`src/rtl/spi_motor_responder_if.sv`:
```
// SPI pin bundle between the myoControl master and the motor-board responder.
interface spi_motor_responder_if;
    logic sclk;
    logic mosi;
    logic ss_n;
    logic miso;
    logic miso_oe;

    modport master (output sclk, output mosi, output ss_n, input miso, input miso_oe);
    modport slave  (input sclk, input mosi, input ss_n, output miso, output miso_oe);
endinterface

```
`src/rtl/spi_motor_responder.sv`:
```
// Motor-board end of the 12-word myoControl SPI link: oversampled mode-0 slave that
// commits the command words atomically and returns a snapshot of the status words.
module spi_motor_responder #(
    parameter int unsigned WORDS_PER_FRAME = 12,
    parameter logic [15:0] SOF_WORD        = 16'h8000,
    parameter int unsigned SYNC_STAGES     = 2
) (
    input  logic                 clock,
    input  logic                 reset_n,
    spi_motor_responder_if.slave spi,
    input  logic [31:0]          position_i,
    input  logic [15:0]          velocity_i,
    input  logic [15:0]          current_i,
    input  logic [15:0]          displacement_i,
    input  logic [15:0]          sensor1_i,
    input  logic [15:0]          sensor2_i,
    output logic [15:0]          pwm_ref_o,
    output logic [15:0]          control_flags1_o,
    output logic [15:0]          control_flags2_o,
    output logic                 frame_valid_o,
    output logic                 frame_error_o,
    output logic [3:0]           word_count_o
);
    localparam logic [3:0] LAST_WORD = 4'(WORDS_PER_FRAME - 1);

    typedef enum logic [2:0] {S_WAIT_IDLE, S_IDLE, S_ACTIVE, S_DONE, S_ERROR} state_t;

    logic [SYNC_STAGES-1:0] sclk_sync_q, mosi_sync_q, ss_sync_q;
    logic                   sclk_prev_q, ss_prev_q;
    state_t                 state_q, state_d;
    logic [3:0]             bit_cnt_q, bit_cnt_d;
    logic [3:0]             word_cnt_q, word_cnt_d;
    logic [14:0]            rx_shift_q, rx_shift_d;
    logic [15:0]            tx_shift_q, tx_shift_d;
    logic                   load_pend_q, load_pend_d;
    logic [14:0]            slot1_q, slot1_d;
    logic [15:0]            slot2_q, slot2_d, slot3_q, slot3_d;
    logic [31:0]            snap_pos_q, snap_pos_d;
    logic [4:0][15:0]       snap_q, snap_d;
    logic [15:0]            pwm_ref_q, pwm_ref_d, flags1_q, flags1_d, flags2_q, flags2_d;
    logic                   frame_valid_q, frame_error_q;
    logic                   commit, abort;
    logic [15:0]            tx_load_word;

    wire sclk_s    = sclk_sync_q[SYNC_STAGES-1];
    wire mosi_s    = mosi_sync_q[SYNC_STAGES-1];
    wire ss_s      = ss_sync_q[SYNC_STAGES-1];
    wire sclk_rise = sclk_s & ~sclk_prev_q;
    wire sclk_fall = ~sclk_s & sclk_prev_q;
    wire ss_rise   = ss_s & ~ss_prev_q;
    wire ss_fall   = ~ss_s & ss_prev_q;
    wire [15:0] rx_word   = {rx_shift_q, mosi_s};
    wire        word_done = (state_q == S_ACTIVE) && sclk_rise && (bit_cnt_q == 4'd15);
    wire        miso_oe   = (state_q != S_WAIT_IDLE) && !ss_s;

    // ss_n synchronizer resets to "selected" so a reset mid-frame cannot fake an idle gap.
    always_ff @(posedge clock or negedge reset_n) begin
        if (!reset_n) begin
            sclk_sync_q <= '0;
            mosi_sync_q <= '0;
            ss_sync_q   <= '0;
            sclk_prev_q <= 1'b0;
            ss_prev_q   <= 1'b0;
        end else begin
            sclk_sync_q <= {sclk_sync_q[SYNC_STAGES-2:0], spi.sclk};
            mosi_sync_q <= {mosi_sync_q[SYNC_STAGES-2:0], spi.mosi};
            ss_sync_q   <= {ss_sync_q[SYNC_STAGES-2:0], spi.ss_n};
            sclk_prev_q <= sclk_s;
            ss_prev_q   <= ss_s;
        end
    end

    always_comb begin
        tx_load_word = '0;
        case (word_cnt_q)
            4'd5:    tx_load_word = snap_pos_q[31:16];
            4'd6:    tx_load_word = snap_pos_q[15:0];
            4'd7:    tx_load_word = snap_q[0];
            4'd8:    tx_load_word = snap_q[1];
            4'd9:    tx_load_word = snap_q[2];
            4'd10:   tx_load_word = snap_q[3];
            4'd11:   tx_load_word = snap_q[4];
            default: tx_load_word = '0;
        endcase
    end

    always_comb begin
        state_d     = state_q;
        bit_cnt_d   = bit_cnt_q;
        word_cnt_d  = word_cnt_q;
        rx_shift_d  = rx_shift_q;
        tx_shift_d  = tx_shift_q;
        load_pend_d = load_pend_q;
        slot1_d     = slot1_q;
        slot2_d     = slot2_q;
        slot3_d     = slot3_q;
        snap_pos_d  = snap_pos_q;
        snap_d      = snap_q;
        commit      = 1'b0;
        abort       = 1'b0;
        case (state_q)
            S_WAIT_IDLE: if (ss_s) state_d = S_IDLE;
            S_IDLE: begin
                if (ss_fall) begin
                    snap_pos_d  = position_i;
                    snap_d      = {sensor2_i, sensor1_i, displacement_i, current_i, velocity_i};
                    bit_cnt_d   = '0;
                    word_cnt_d  = '0;
                    rx_shift_d  = '0;
                    tx_shift_d  = '0;
                    load_pend_d = 1'b0;
                    state_d     = S_ACTIVE;
                end
            end
            S_ACTIVE: begin
                if (sclk_rise) begin
                    rx_shift_d = rx_word[14:0];
                    bit_cnt_d  = bit_cnt_q + 4'd1;
                end
                // The next slot is loaded on the falling edge after a word completes.
                if (sclk_fall) begin
                    if (load_pend_q) begin
                        tx_shift_d  = tx_load_word;
                        load_pend_d = 1'b0;
                    end else begin
                        tx_shift_d = {tx_shift_q[14:0], 1'b0};
                    end
                end
                if (word_done) begin
                    word_cnt_d  = word_cnt_q + 4'd1;
                    load_pend_d = 1'b1;
                    case (word_cnt_q)
                        4'd1:    slot1_d = rx_word[14:0];
                        4'd2:    slot2_d = rx_word;
                        4'd3:    slot3_d = rx_word;
                        default: ;
                    endcase
                    if (word_cnt_q == 4'd0 && rx_word != SOF_WORD) state_d = S_ERROR;
                    else if (word_cnt_q == LAST_WORD)              state_d = S_DONE;
                end
                if (ss_rise) begin
                    state_d = S_IDLE;
                    if (word_done && word_cnt_q == LAST_WORD) commit = 1'b1;
                    else                                      abort  = 1'b1;
                end
            end
            S_DONE: begin
                if (ss_rise) begin
                    commit  = 1'b1;
                    state_d = S_IDLE;
                end else if (sclk_rise) begin
                    state_d = S_ERROR;
                end
            end
            S_ERROR: begin
                if (ss_rise) begin
                    abort   = 1'b1;
                    state_d = S_IDLE;
                end
            end
            default: state_d = S_WAIT_IDLE;
        endcase
        if (state_d == S_IDLE && state_q != S_IDLE) tx_shift_d = '0;
    end

    assign pwm_ref_d = commit ? {slot1_q[14], slot1_q} : pwm_ref_q;
    assign flags1_d  = commit ? slot2_q : flags1_q;
    assign flags2_d  = commit ? slot3_q : flags2_q;

    always_ff @(posedge clock or negedge reset_n) begin
        if (!reset_n) begin
            state_q       <= S_WAIT_IDLE;
            bit_cnt_q     <= '0;
            word_cnt_q    <= '0;
            rx_shift_q    <= '0;
            tx_shift_q    <= '0;
            load_pend_q   <= 1'b0;
            slot1_q       <= '0;
            slot2_q       <= '0;
            slot3_q       <= '0;
            snap_pos_q    <= '0;
            snap_q        <= '0;
            pwm_ref_q     <= '0;
            flags1_q      <= '0;
            flags2_q      <= '0;
            frame_valid_q <= 1'b0;
            frame_error_q <= 1'b0;
        end else begin
            state_q       <= state_d;
            bit_cnt_q     <= bit_cnt_d;
            word_cnt_q    <= word_cnt_d;
            rx_shift_q    <= rx_shift_d;
            tx_shift_q    <= tx_shift_d;
            load_pend_q   <= load_pend_d;
            slot1_q       <= slot1_d;
            slot2_q       <= slot2_d;
            slot3_q       <= slot3_d;
            snap_pos_q    <= snap_pos_d;
            snap_q        <= snap_d;
            pwm_ref_q     <= pwm_ref_d;
            flags1_q      <= flags1_d;
            flags2_q      <= flags2_d;
            frame_valid_q <= commit;
            frame_error_q <= abort;
        end
    end

    assign spi.miso_oe      = miso_oe;
    assign spi.miso         = miso_oe && (state_q != S_ERROR) && tx_shift_q[15];
    assign pwm_ref_o        = pwm_ref_q;
    assign control_flags1_o = flags1_q;
    assign control_flags2_o = flags2_q;
    assign frame_valid_o    = frame_valid_q;
    assign frame_error_o    = frame_error_q;
    assign word_count_o     = word_cnt_q;
endmodule

```
`src/flat_wrapper.sv`:
```
// flat-port wrapper written by rule: the top's interface ports become plain ports
module spi_motor_responder_flat 
#(
    parameter int unsigned WORDS_PER_FRAME = 12,
    parameter logic [15:0] SOF_WORD        = 16'h8000,
    parameter int unsigned SYNC_STAGES     = 2
)
  (clock, reset_n, position_i, velocity_i, current_i, displacement_i, sensor1_i, sensor2_i, pwm_ref_o, control_flags1_o, control_flags2_o, frame_valid_o, frame_error_o, word_count_o, spi_sclk, spi_mosi, spi_ss_n, spi_miso, spi_miso_oe);
  spi_motor_responder_if spi_i ();
  input  logic clock;
  input  logic reset_n;
  input  logic [31:0] position_i;
  input  logic [15:0] velocity_i;
  input  logic [15:0] current_i;
  input  logic [15:0] displacement_i;
  input  logic [15:0] sensor1_i;
  input  logic [15:0] sensor2_i;
  output logic [15:0] pwm_ref_o;
  output logic [15:0] control_flags1_o;
  output logic [15:0] control_flags2_o;
  output logic frame_valid_o;
  output logic frame_error_o;
  output logic [3:0] word_count_o;
  input wire logic [$bits(spi_i.sclk)-1:0] spi_sclk;
  input wire logic [$bits(spi_i.mosi)-1:0] spi_mosi;
  input wire logic [$bits(spi_i.ss_n)-1:0] spi_ss_n;
  output wire logic [$bits(spi_i.miso)-1:0] spi_miso;
  output wire logic [$bits(spi_i.miso_oe)-1:0] spi_miso_oe;
  assign spi_i.sclk = spi_sclk;
  assign spi_i.mosi = spi_mosi;
  assign spi_i.ss_n = spi_ss_n;
  assign spi_miso = spi_i.miso;
  assign spi_miso_oe = spi_i.miso_oe;
  spi_motor_responder #(.WORDS_PER_FRAME(WORDS_PER_FRAME), .SOF_WORD(SOF_WORD), .SYNC_STAGES(SYNC_STAGES)) u_core (.clock(clock), .reset_n(reset_n), .spi(spi_i), .position_i(position_i), .velocity_i(velocity_i), .current_i(current_i), .displacement_i(displacement_i), .sensor1_i(sensor1_i), .sensor2_i(sensor2_i), .pwm_ref_o(pwm_ref_o), .control_flags1_o(control_flags1_o), .control_flags2_o(control_flags2_o), .frame_valid_o(frame_valid_o), .frame_error_o(frame_error_o), .word_count_o(word_count_o));
endmodule
```
`config.mk`:
```
export PLATFORM = sky130hd
export DESIGN_NAME = spi_motor_responder_flat
export DESIGN_NICKNAME = d
export VERILOG_FILES = /design/src/rtl/spi_motor_responder_if.sv /design/src/rtl/spi_motor_responder.sv /design/src/flat_wrapper.sv
export SDC_FILE = /design/constraint.sdc
export NUM_CORES = 1
export LEC_CHECK = 0
export BUFFER_PORTS_ARGS = -buffer_cell sky130_fd_sc_hd__buf_2
export CAP_MARGIN = 30
export CORE_UTILIZATION = 61
export DETAILED_ROUTE_END_ITERATION = 8
export PLACE_DENSITY = 0.85
export SYNTH_ARGS = -nofsm -noshare
export SYNTH_HDL_FRONTEND = slang
export SYNTH_SLANG_ARGS = --single-unit
```
`constraint.sdc`:
```
create_clock -name clock -period 3.6 [get_ports clock]
set_input_delay 0 -clock clock [delete_from_list [all_inputs] [get_ports clock]]
set_output_delay 0 -clock clock [all_outputs]
set_load 0.02 [all_outputs]
```
==> flow_summary.yaml, run 1 <==
floorplan:
  start_util_pct: 62.3
  core_area_sq_um: 17300
  die_h_um: 135
  ios: 173
  die_w_um: 135
  dieArea_sq_um: 18200
  rows: 48
clock_tree:
  cts_buffers: 26
  clock-sinks: 259
  clockBufferDepth: 3
  cts_tree: "done"
  cts_setup_buffers: 0
  clock_latency_ns: 0.55
  postCtsResizedCells: 0
  htreeDepth: 1
  root_buffer: "clkbuf_16"
  clk_pin_slew_worst_paths_ns: 0.07
sta:
  rsz0062_at_grt: "false"
  setup_viol: 0
  fin_crit_sh_pct: 88.4
  period_minus_slack_ns: 3.18
  fmax_mhz: 314
  finClkSkew_ns: 0.0288
  finalHoldViolations: 0
  setup_slack_ns: 0.418
  worst_pin_slew_ns: 1.01
  relSlewSlack_pct: 32.4
  slew_violations: 0
  fin_tns_setup_ns: 0
  hold_ws_ns: 0.0929
grt:
  grtUsageTotal_pct: 38.1
  antenna_found_initial: 2
  grt_pass1_wl_um: 52400
  grt_max_degree: 117
  grt-ovfl-total: 0
  first_global_vias: 9839
drt:
  vias_per_cell: 6.30
  dr.pass1.iters: 9
  wl_um: 34300
  drtIter0Drc: 1434
  drcViolationCount: 7
  antenna_left: 0
  via_count: 9526
  wl_per_cell_um: 22.7
final_layout:
  final_common_cell: "nand2_1"
  fin_cells: 1512
  fillers: 855
  num-nets-final: 1388
  layout-drive-gt1-share_pct: 26.0
  area_delta_synth_final_pct: 29.1
  final_cell_mix: "nand2_1, dfrtp_1, buf_2"
critical_path:
  crit_path_end_kind: "flop"
  crit_path_start_kind: "flop"
  regToRegSetupSlack_ns: 0.42
  worstPathArrival_ns: 3.55
  r2r_start: "u_core.state_q[1]"
  required_ns: 3.96
  cp_max_fo: 17
  reg2regPathDepth: 6
  crit_type: "reg2reg"
  critPathCapture: "u_core.tx_shift_q[7]"
  startpoint: "u_core.state_q[1]"
  rr_endpoint: "u_core.tx_shift_q[7]"
power_and_ir_drop:
  power.total_w: 0.00847
  p_per_area_nw_per_um2: 609
  power_leakage_nw: 7.10
  ir_worst_vdd_uv: 458
yosys:
  yosys.area.top_type: "dfrtp_1"
  syn_inst: 1004
  yosys_register_bits: 259
  synth-edff-count: 0
  postSynth.asyncResetShare_pct: 100
  yosysTopAreaCellShare_pct: 60.2
  synthDistinctLibCells: 40
  syn_area_sq_um: 10800
  synthTopCellsByArea: "dfrtp_1, nand2_1, mux2_2"
  syn_nets: 1126
  yosysSeqAreaShare_pct: 60.2
  synth_ff_type: "dfrtp_1"
  syn_area_per_cell_sq_um: 10.7
  yosysWarnings: 0
run_status:
  failed_checks: "design-rule violations"
  status: "complete, but fails checks"
placed_design:
  post-place-ws_ns: 0.636
  place_hpwl_um: 17200
  port_buffers: 172
  place_inst: 1347
  gp_congestion: 0.819
job:
  maxCapViolations: 0
worst_hold_path:
  hold_class: "in2reg"
what timing repair did:
action / CTS / global route
hold buffers: 116 / 0
endpoints found under the hold margin: 228 / 0
endpoints found under the setup margin: 0 / 0
where the power goes:
part / switching [W] / total (W) / internal (W)
clock network: 0.00121 / 0.00289 / 0.00168
registers: 0.000475 / 0.00402 / 0.00355
logic: 0.00100 / 0.00155 / 0.000548
cell usage after synthesis, types with 7 or more instances:
master,instances
clkbuf_1,54
a41oi_1,15
mux2_2,96
a22o_1,17
a22oi_1,32
nand3_1,7
nand2_1,345
dfrtp_1,259
inv_1,20
and3b_1,7
a222oi_1,16
a41o_1,15
o21ai_0,16
nor2_1,45
critical path, stage by stage, from the launching register on:
cell and delay [ns]:
dfrtp_1 0.52, or3b_1 0.53, nor3_2 0.43, a22o_1 0.26, o2111ai_4 0.31, o2111ai_2 0.69, o21ai_0 0.27
metal layers:
| layer | vias up | GRT usage, % | part of all wire (%) |
|---|---|---|---|
| li1 | 3935 | - | - |
| met1 | 4595 | 48.4 | 36 |
| met2 | 775 | 60.5 | 48 |
| met3 | 221 | 7.32 | 9.4 |
| met4 | 0 | 24.5 | 6.9 |
| met5 | - | 0 | 0 |
registers in the layout, summed over array words and instances (netlist names), 2 cells and up:
register	cells
u_core.tx_shift_q	16
u_core.bit_cnt_q	4
u_core.snap_q	80
u_core.slot3_q	16
u_core.slot1_q	15
u_core.pwm_ref_o	15
u_core.ss_sync_q	2
u_core.rx_shift_q	15
u_core.control_flags1_o	16
u_core.snap_pos_q	32
u_core.slot2_q	16
u_core.word_count_o	4
u_core.state_q	3
u_core.sclk_sync_q	2
u_core.control_flags2_o	16
u_core.mosi_sync_q	2
cell families after synthesis:
kind of cell	synth area share (%)
multiplexers	10.0
buffers and inverters	3.12
adder cells (fa/ha/maj)	0.581
XOR/XNOR	0.244
flip-flops	60.2
AO/OA/AOI/OAI	9.57
AND/OR/NAND/NOR	16.3
worst min-delay path by stage:
stage / from / to / depth (start not counted)
2_1_floorplan: reset_n / u_core.bit_cnt_q[0] / 0
3_3_place_gp: spi_mosi / u_core.mosi_sync_q[0] / 1
3_5_place_dp: spi_ss_n / u_core.ss_sync_q[0] / 1
4_1_cts: spi_mosi / u_core.mosi_sync_q[0] / 2
5_1_grt: spi_mosi / u_core.mosi_sync_q[0] / 2
6_report: spi_mosi / u_core.mosi_sync_q[0] / 2
layout make-up:
| type | count | area [sq um] | share of cell area (%) |
|---|---|---|---|
| diodes | 2 | 5.00 | 0.0360 |
| clock buffers | 36 | 748 | 5.38 |
| clock inverters | 11 | 161 | 1.16 |
| inverters | 20 | 75.1 | 0.540 |
| multi-input cells | 659 | 3980 | 28.6 |
| flip-flops and latches | 259 | 6480 | 46.6 |
| well taps | 225 | 282 | 2.03 |
| repair buffers | 300 | 2170 | 15.6 |
per-stage QoR:
step                utilization [%]  area [sq um]
global placement               68.2         11800
finish                         80.4         13900
detailed placement             68.4         11800
CTS                            80.3         13900
global route                   80.4         13900
floorplan                         -         10800
(Power assumes the default switching activity.)
==> run 2: changes to the inputs <==
- CELL_PAD_IN_SITES_DETAIL_PLACEMENT: default -> 0
- CELL_PAD_IN_SITES_GLOBAL_PLACEMENT: default -> 1
- CORE_UTILIZATION: 61 -> 48
- PLACE_DENSITY: 0.85 -> default
- PLACE_DENSITY_LB_ADDON: default -> 0.1
==> run 2 against run 1 <==
  * The run now ends clean
  * Design area grew 1.3%
  * Register-to-register slack gained 0.08 ns
  * Total power shrank 0.32%
  * Cell count grew 4.1%
  * Flip-flop and latch count is the same
  * Clock power grew 8.0%
  * Hold slack gained 0.016 ns
  * Critical path type unchanged
  * Critical endpoint unchanged
  * Largest cell class unchanged
  * Highest routed layer unchanged
==> flow_summary.yaml, run 2 (synthesis gave the netlist of run 1 again) <==
final_layout:
  final_cell_mix: "nand2_1, dfrtp_1, buf_2"
  num-nets-final: 1394
  antenna_cells: 0
  reg_top3: "u_core.snap_q x80, u_core.snap_pos_q x32"
  layout-drive-gt1-share_pct: 26.6
  largest_reg_flops: 80
  fillers: 1816
  regArea_sq_um: 6480
  design_area_sq_um: 14100
  multi_input_area_sq_um: 3980
  area_delta_synth_final_pct: 30.8
  final_common_cell: "nand2_1"
  top_register: "u_core.snap_q"
sta:
  worst_pin_slew_ns: 1.04
  hold_ws_ns: 0.109
  fin_crit_sh_pct: 86.3
  finClkSkew_ns: 0.0142
  fmax_mhz: 322
  period_minus_slack_ns: 3.11
  finalHoldViolations: 0
  relSlewSlack_pct: 30.8
  setup_viol: 0
  slew_violations: 0
  setup_slack_ns: 0.495
  fin_tns_setup_ns: 0
  rsz0062_at_grt: "false"
drt:
  wl_um: 27900
  wl_per_cell_um: 17.7
  drtIter0Drc: 751
  drcViolationCount: 0
  dr.pass1.iters: 6
  vias_per_cell: 5.34
  via_count: 8405
  antenna_left: 0
placed_design:
  post-place-ws_ns: 0.570
  gp_congestion: 0.836
  place_hpwl_um: 17600
  port_buffers: 172
  place_area_sq_um: 11900
critical_path:
  crit_path_start_kind: "flop"
  r2r_start: "u_core.state_q[1]"
  cp_cell_sequence: "or3b_1, nor3_2, a22o_1, o2111ai_4, o2111ai_2, o21ai_0"
  cp_max_fo: 17
  worstPathArrival_ns: 3.49
  cpPeakStageDelay_ns: 0.70
  startpoint: "u_core.state_q[1]"
  cpMaxStageDelayCell: "o2111ai_2"
  crit_path_end_kind: "flop"
  crit_type: "reg2reg"
  required_ns: 3.98
clock_tree:
  postCtsResizedCells: 0
  cts_buffers: 28
  clk_pin_slew_worst_paths_ns: 0.06
  cts_setup_buffers: 0
  clock-sinks: 259
  clockBufferDepth: 3
  clock_latency_ns: 0.54
  cts_tree: "done"
  root_buffer: "clkbuf_16"
  htreeDepth: 1
floorplan:
  start_util_pct: 49.2
  die_w_um: 152
  die_h_um: 152
  dieArea_sq_um: 23000
  ios: 173
  core_area_sq_um: 21900
  rows: 54
grt:
  grt-ovfl-total: 0
  antenna_found_initial: 0
  first_global_vias: 8306
  grt_max_degree: 138
  grt_pass1_wl_um: 44200
  grtUsageTotal_pct: 24.8
power_and_ir_drop:
  power_leakage_nw: 7.15
  ir_worst_vdd_uv: 402
  p_per_area_nw_per_um2: 599
job:
  maxCapViolations: 0
run_status:
  status: "finished clean"
worst_hold_path:
  hold_class: "in2reg"
  hold_path.startpoint: "spi_mosi"
run 2: layout make-up:
type	instances	area share, %
repair buffers	304	15.5
flip-flops and latches	259	46.0
clock inverters	18	1.88
inverters	20	0.533
multi-input cells	659	28.3
well taps	280	2.49
clock buffers	34	5.35
run 2: final timing paths:
check | to | slack, ns | depth (start not counted)
worst max register to register | u_core.tx_shift_q[7] | 0.49 | 6
worst min register to register | u_core.ss_sync_q[1] | 0.35 | 0
min in group asynchronous | u_core.pwm_ref_o[14] | 0.18 | 2
worst max-delay path | u_core.tx_shift_q[7] | 0.49 | 6
worst min-delay path | u_core.mosi_sync_q[0] | 0.11 | 2
max in group asynchronous | u_core.snap_q[33] | 2.37 | 3
run 2: report_power, final:
part	internal, W	switching [W]	total [W]	leakage, nW
sequential	0.00355	0.000392	0.00394	3.41
clock	0.00193	0.00119	0.00312	0.490
combinational	0.000529	0.000851	0.00138	3.26
run 2: metal layers:
metal	wire length [um]	GRT usage [%]	vias to the layer above
met5	0	0	-
met4	414	4.80	0
met3	1470	3.80	30
met2	12800	37.5	251
met1	13200	38.0	4157
li1	-	-	3967
run 2: timing repair:
action / in CTS / in global routing
hold endpoints to repair: 247 / 0
hold buffers: 116 / 0
endpoints found under the setup margin: 0 / 0
run 2: critical path, delay by kind of cell, from the launching register on:
family / cells / cell delay (ns)
and+or+nand+nor: 2 / 0.94
AOI/OAI and AO/OA: 4 / 1.47
DFF: 1 / 0.52
run 2: through the flow:
| stage | total power, W | util [%] | cells |
|---|---|---|---|
| 3_5_place_dp | 0.00526 | 54.4 | 1406 |
| 4_1_cts | 0.00849 | 64.3 | 1574 |
| 5_1_grt | 0.00889 | 64.3 | 1574 |
| 3_3_place_gp | 0.00522 | 54.2 | 1404 |
| 2_1_floorplan | 0.00480 | - | 1004 |
| 6_report | 0.00844 | 64.3 | 1574 |
